## src/rtl/muldiv_pkg.sv

```systemverilog
// Shared definitions for the iterative multiply/divide unit.
// Latency: n/a (constants, types and a pure decode helper).
// Backpressure: n/a.
package muldiv_pkg;

    // M-extension ALU control codes handled by the sequential unit
    localparam logic [4:0] OP_DIVU   = 5'd11;
    localparam logic [4:0] OP_DIV    = 5'd12;
    localparam logic [4:0] OP_REMU   = 5'd13;
    localparam logic [4:0] OP_REM    = 5'd14;
    localparam logic [4:0] OP_MUL    = 5'd15;
    localparam logic [4:0] OP_MULHU  = 5'd16;
    localparam logic [4:0] OP_MULHSU = 5'd17;
    localparam logic [4:0] OP_MULH   = 5'd18;

    typedef enum logic [2:0] {
        IDLE,
        PREP,
        CALC,
        FIX,
        DONE
    } state_t;

    function automatic logic is_muldiv_op(input logic [4:0] alu_ctl);
        return (alu_ctl >= OP_DIVU) && (alu_ctl <= OP_MULH);
    endfunction

endpackage

```

## src/rtl/muldiv_seq.sv

```systemverilog
// Iterative multiply/divide unit (one result bit per cycle, shared 64-bit shift register).
// Latency: done 35 cycles after accepted start (2 on the divide-by-zero / overflow fast paths).
// Backpressure: none; caller stalls while busy is high, starts outside IDLE are dropped.
//
// Ports: clk, rst_n (async, active low); start/alu_ctl/a/b launch an op;
// flush aborts an op in flight; busy, done (1-cycle pulse), result (held).
module muldiv_seq
    import muldiv_pkg::*;
#(
    parameter int XLEN = 32
) (
    input  logic            clk,
    input  logic            rst_n,
    input  logic            start,
    input  logic [4:0]      alu_ctl,
    input  logic [XLEN-1:0] a,
    input  logic [XLEN-1:0] b,
    input  logic            flush,
    output logic            busy,
    output logic            done,
    output logic [XLEN-1:0] result
);

    localparam logic [XLEN-1:0] SMIN = {1'b1, {(XLEN-1){1'b0}}};

    state_t            state;
    logic [4:0]        op_q;
    logic [XLEN-1:0]   a_q;
    logic [XLEN-1:0]   b_q;
    logic [XLEN-1:0]   opb;      // multiplicand (mul) or divisor (div)
    logic [2*XLEN-1:0] acc;      // {hi, lo}: product, or {remainder, dividend/quotient}
    logic [4:0]        count;
    logic              neg_q;    // product / quotient sign
    logic              neg_r;    // remainder sign

    logic              a_sgn;
    logic              b_sgn;
    logic              is_div;
    logic              is_rem;
    logic [XLEN-1:0]   mag_a;
    logic [XLEN-1:0]   mag_b;
    logic [XLEN:0]     mul_sum;
    logic [XLEN:0]     div_part;
    logic              div_ge;
    logic [XLEN-1:0]   div_diff;
    logic [2*XLEN-1:0] step;
    logic [2*XLEN-1:0] prod;
    logic [XLEN-1:0]   quo;
    logic [XLEN-1:0]   rem;
    logic [XLEN-1:0]   fix_val;

    always_comb begin
        a_sgn    = (op_q == OP_DIV) || (op_q == OP_REM) || (op_q == OP_MULH) || (op_q == OP_MULHSU);
        b_sgn    = (op_q == OP_DIV) || (op_q == OP_REM) || (op_q == OP_MULH);
        is_div   = (op_q <= OP_REM);
        is_rem   = (op_q == OP_REMU) || (op_q == OP_REM);
        mag_a    = (a_sgn && a_q[XLEN-1]) ? -a_q : a_q;
        mag_b    = (b_sgn && b_q[XLEN-1]) ? -b_q : b_q;

        // Multiply: conditionally add multiplicand into the high half, then shift right.
        mul_sum  = {1'b0, acc[2*XLEN-1:XLEN]} + (acc[0] ? {1'b0, opb} : {(XLEN+1){1'b0}});

        // Divide: shift left, trial-subtract the divisor from the 33-bit partial remainder.
        // When the trial succeeds the difference is below the divisor, so 32 bits suffice.
        div_part = acc[2*XLEN-1:XLEN-1];
        div_ge   = (div_part >= {1'b0, opb});
        div_diff = acc[2*XLEN-2:XLEN-1] - opb;

        if (is_div) begin
            step = div_ge ? {div_diff, acc[XLEN-2:0], 1'b1} : {acc[2*XLEN-2:0], 1'b0};
        end else begin
            step = {mul_sum, acc[XLEN-1:1]};
        end

        prod = neg_q ? -acc : acc;
        quo  = neg_q ? -acc[XLEN-1:0] : acc[XLEN-1:0];
        rem  = neg_r ? -acc[2*XLEN-1:XLEN] : acc[2*XLEN-1:XLEN];

        fix_val = prod[2*XLEN-1:XLEN];
        if (op_q == OP_MUL) begin
            fix_val = prod[XLEN-1:0];
        end else if (is_rem) begin
            fix_val = rem;
        end else if (is_div) begin
            fix_val = quo;
        end
    end

    always_ff @(posedge clk or negedge rst_n) begin
        if (!rst_n) begin
            state  <= IDLE;
            op_q   <= '0;
            a_q    <= '0;
            b_q    <= '0;
            opb    <= '0;
            acc    <= '0;
            count  <= '0;
            neg_q  <= 1'b0;
            neg_r  <= 1'b0;
            busy   <= 1'b0;
            done   <= 1'b0;
            result <= '0;
        end else begin
            done <= 1'b0;
            case (state)
                IDLE: begin
                    if (start && !flush && is_muldiv_op(alu_ctl)) begin
                        op_q  <= alu_ctl;
                        a_q   <= a;
                        b_q   <= b;
                        busy  <= 1'b1;
                        state <= PREP;
                    end
                end
                PREP: begin
                    if (flush) begin
                        busy  <= 1'b0;
                        state <= IDLE;
                    end else begin
                        neg_q <= (a_sgn & a_q[XLEN-1]) ^ (b_sgn & b_q[XLEN-1]);
                        neg_r <= a_sgn & a_q[XLEN-1];
                        if (is_div && (b_q == '0)) begin
                            result <= is_rem ? a_q : '1;
                            done   <= 1'b1;
                            busy   <= 1'b0;
                            state  <= DONE;
                        end else if (is_div && a_sgn && (a_q == SMIN) && (b_q == '1)) begin
                            result <= is_rem ? '0 : SMIN;
                            done   <= 1'b1;
                            busy   <= 1'b0;
                            state  <= DONE;
                        end else begin
                            // Divide iterates over the dividend, multiply over the multiplier.
                            acc   <= {{XLEN{1'b0}}, (is_div ? mag_a : mag_b)};
                            opb   <= is_div ? mag_b : mag_a;
                            count <= '0;
                            state <= CALC;
                        end
                    end
                end
                CALC: begin
                    if (flush) begin
                        busy  <= 1'b0;
                        state <= IDLE;
                    end else begin
                        acc   <= step;
                        count <= count + 5'd1;
                        if (count == 5'd31) begin
                            state <= FIX;
                        end
                    end
                end
                FIX: begin
                    if (flush) begin
                        busy  <= 1'b0;
                        state <= IDLE;
                    end else begin
                        result <= fix_val;
                        done   <= 1'b1;
                        busy   <= 1'b0;
                        state  <= DONE;
                    end
                end
                DONE: begin
                    state <= IDLE;
                end
                default: begin
                    busy  <= 1'b0;
                    state <= IDLE;
                end
            endcase
        end
    end

endmodule
```

## config.mk

```make
export PLATFORM = sky130hd
export DESIGN_NAME = muldiv_seq
export DESIGN_NICKNAME = d
export VERILOG_FILES = /design/src/rtl/muldiv_pkg.sv /design/src/rtl/muldiv_seq.sv
export SDC_FILE = /design/constraint.sdc
export NUM_CORES = 1
export LEC_CHECK = 0
export BUFFER_PORTS_ARGS = -buffer_cell sky130_fd_sc_hd__buf_2
export CELL_PAD_IN_SITES_DETAIL_PLACEMENT = 0
export CELL_PAD_IN_SITES_GLOBAL_PLACEMENT = 1
export CORE_ASPECT_RATIO = 1.75
export CORE_UTILIZATION = 45
export DETAILED_ROUTE_END_ITERATION = 8
export PLACE_DENSITY_LB_ADDON = 0.1
export SLEW_MARGIN = 20
export SYNTH_ARGS = -nofsm -noshare
export SYNTH_HDL_FRONTEND = slang
export SYNTH_SLANG_ARGS = --single-unit
```

## constraint.sdc

```tcl
create_clock -name clk -period 5.2 [get_ports clk]
set_clock_uncertainty 0.1 [all_clocks]
set_input_delay 0.78 -clock clk [delete_from_list [all_inputs] [get_ports clk]]
set_output_delay 0.78 -clock clk [all_outputs]
set_load 0.02 [all_outputs]
```

==> run summary <==
## Floorplan
* 94 — number of cell rows
* 45.7% — effective utilization at floorplan
* 0.0390 sq mm — overall die area
* 107 — boundary pin count
* 0.0376 sq mm — area of the core region
* 261 um — die extent in y
* 150 um — die outline width

## Outcome
* finished clean — result of the run

## Yosys
* a21oi_1, nor2_1, dfrtp_1, o21ai_0, nand2_1 — cell types with the highest counts after synthesis
* 25.0% — post-synthesis compound-gate area fraction
* 18.1% — share of synthesized cell area in and, or, nand and nor gates
* a21oi_1 — library cell with the highest instance count after synthesis
* 0.0172 sq mm — Syn Std Cell Area
* 8.01 sq um — mean instance size in the synthesized netlist
* 2,292 — syn nets
* 5.40% — post-synthesis share of cell area spent on full adders, half adders and majority gates
* 2,146 — Gate Count Post-Synth
* dfrtp_1, a21oi_1, mux2_2 — leading post-synthesis cells by cell area
* 8.51% — post-synthesis share of cell area spent on xor and xnor gates
* 30.4% — share of the synthesized area in the top cell type
* compound AO/OA/AOI/OAI gates — main combinational cell family by area after synthesis
* 209 — flip-flop and latch count after synthesis
* 100% — async set-reset flop share out of synthesis
* 30.4% — sequential area share after synthesis
* dfrtp_1 — commonest register cell after synthesis
* 7.79% — portion of netlist area occupied by mux cells
* 0 — number of flops mapped to enable cells by yosys
* dfrtp_1 — post-synthesis cell type with the largest combined area
* 80 — number of distinct library cell variants in the gate-level netlist after synthesis
* 0 — Yosys Warn Count

## GRT
* 96 — largest net degree at the start of global routing
* 1 — initial antenna violation count
* 16,200 — vias in the first global route
* 0 — grt ovf
* 32.2% — GRT Total Usage
* 95,200 um — wire length of the first global-routing pass

## STA
* 1.07 ns — actual transition at the worst max-transition pin
* no — unrepaired setup endpoints after global routing
* 0 ns — Total Neg Setup Slack
* 28.9% — Slew headroom
* 0.228 GHz — highest attainable clock frequency
* 0 — Final Hold Viols
* 4.40 ns — Period minus WS final
* 0 — Final Max Slew Viols
* 0 — total of endpoints with negative setup slack in the final report
* 84.5% — share of the cycle needed by the critical path after routing

## Cells and area
* 2,314 — Net count, final
* 10.1% — area added between synthesis and finish
* 0 — diode insertion count for antenna repair
* 14.5% — layout cells sized above 1
* 0.0189 sq mm — Non-Filler Cell Area, Final

## Clock network
* clkbuf_16 — CTS root buf
* 209 — clk sink count
* 0.06 ns — clock-pin slew reported for the worst setup and hold paths after clock tree synthesis
* done — clock tree from TritonCTS
* 0.56 ns — clock insertion delay at the later pin of the skew report
* 0 — post-CTS setup repair buffer count
* 0 — Gates resized, CTS repair
* 23 — CTS Buf Count
* 1 — H-tree levels
* 3 — buffer levels on the longest clock path
* 0 — number of buffers added to fix hold violations after cts

## Placement
* 106 — Buffers on Ports
* 47,900 um — Final HPWL DP
* 0.957 — final weighted congestion in routability-driven placement
* 0.0181 sq mm — dpl cell area

## Detailed routing
* 23.4 um — mean routed wirelength per cell
* 0 — residual antenna-violating net count after detailed routing
* 6.12 — routed vias/inst
* 16,300 — via count of the routed design
* 758 — First DRT Iteration DRCs
* 5 — number of search-and-repair iterations in the first detailed-routing pass
* 62,200 um — final wirelength
* 0 — DRC violations left

## Critical path
* flip-flop to flip-flop — start-to-end type of the worst setup path
* flip-flop — type of element launching the critical path
* acc[61] — destination of the worst register-to-register timing path
* 23 — maximum fanout encountered on the critical timing path
* 15 — r2r worst-path depth
* 0.80 ns — slack of the worst reg-to-reg path
* 5.55 ns — CP required
* flip-flop — endpoint class of the critical path
* 4.74 ns — CP arrival
* acc[0] — r2r startpoint

## Flow run
* 0 — count of max-cap constraint violations

## Pwr
* 491 uV — VDD IR max
* 617 mW/mm^2 — total power divided by cell area
* 8.06 nW — total leakage power

## Min path
* input pin to async pin — type of the worst min-delay path

-- state kept, by name, summed over array words and instances (netlist names) --
register  cells
a_q          32
result       32
neg_q         1
state         3
busy          1
opb          32
b_q          32
done          1
op_q          5
acc          64
count         5
neg_r         1
-- layer usage --
metal	track usage, %	up-vias	part of all wire, %
met5	0	-	0
met2	58.2	431	52
met1	36.8	7875	39
li1	-	7837	-
met4	18.6	0	6.1
met3	2.55	159	3.4
-- placed cells by master, fill, tap and decap left out, types with 16 or more instances in the layout --
cell / count
or4_1: 16
clkbuf_16: 23
mux2_2: 92
nand4_1: 22
nand2_1: 190
nor3_1: 38
ha_1: 71
buf_2: 105
o211ai_1: 21
xor2_1: 74
or3_1: 25
nand3_1: 32
nand2b_1: 23
nor2_1: 209
dfrtp_1: 208
buf_4: 35
mux2i_1: 28
o31ai_1: 26
a211oi_1: 29
nor4_1: 19
inv_1: 62
o221ai_1: 17
xnor2_1: 93
a21o_1: 33
a21oi_1: 246
o21ai_0: 207
-- critical path, stage by stage (launching register included) --
cell and delay, ns:
dfrtp_1 0.49, inv_1 0.36, buf_4 0.36, nor2_1 0.09, ha_1 0.35, nand3_1 0.14, nor2_1 0.07, o311a_1 0.11
nor4_1 0.39, o21ai_0 0.16, buf_4 0.18, a31o_2 0.27, and3_1 0.26, a311oi_1 0.50, mux2i_1 0.17, a32o_1 0.28
-- stage by stage --
stage | hold WS, ns | worst slack (ns) | util [%] | cells | total power, mW
3_5_place_dp | 0.365 | 0.894 | 48.1 | 2623 | 9.75
5_1_grt | 0.208 | 0.599 | 50.3 | 2662 | 12.5
6_report | 0.147 | 0.805 | 50.3 | 2662 | 11.7
3_3_place_gp | 0.357 | 0.933 | 48.1 | 2623 | 9.72
4_1_cts | 0.179 | 0.844 | 50.3 | 2662 | 11.7
2_1_floorplan | 0.350 | 1.47 | - | 2146 | 7.70
-- where the power goes --
part	internal, mW	total (mW)	switching (mW)
clock network	1.10	1.83	0.724
logic	2.71	6.80	4.08
registers	2.13	3.06	0.934
total	5.94	11.7	5.74
-- worst max-delay path by stage --
stage                start      end  slack [ns]  cells after the start
finish              acc[0]  acc[61]        0.80                     15
global route        acc[0]  acc[61]        0.60                     15
CTS                 acc[0]  acc[61]        0.84                     15
detailed placement  acc[0]  acc[61]        0.89                     15
global placement    acc[0]  acc[61]        0.93                     14
floorplan           acc[0]  acc[61]        1.47                     15
-- cell type report --
type / instances / area [sq um]
Fill cell: 3799 / 18700
Multi-Input combinational cell: 1727 / 11200
Sequential cell: 209 / 5230
Timing Repair Buffer: 143 / 843
Clock buffer: 31 / 676
Tap cell: 480 / 601
Inverter: 64 / 240
Clock inverter: 8 / 146
-- logic make-up (layout without fill, tap and decap cells) --
logic type / count (synthesis) / after routing
compound gates: 709 / 709
simple gates: 657 / 657
mux: 121 / 121
flops: 209 / 209
fa+ha+maj: 73 / 73
buf+inv: 210 / 246
xor+xnor: 167 / 167
(Power assumes the default switching activity.)
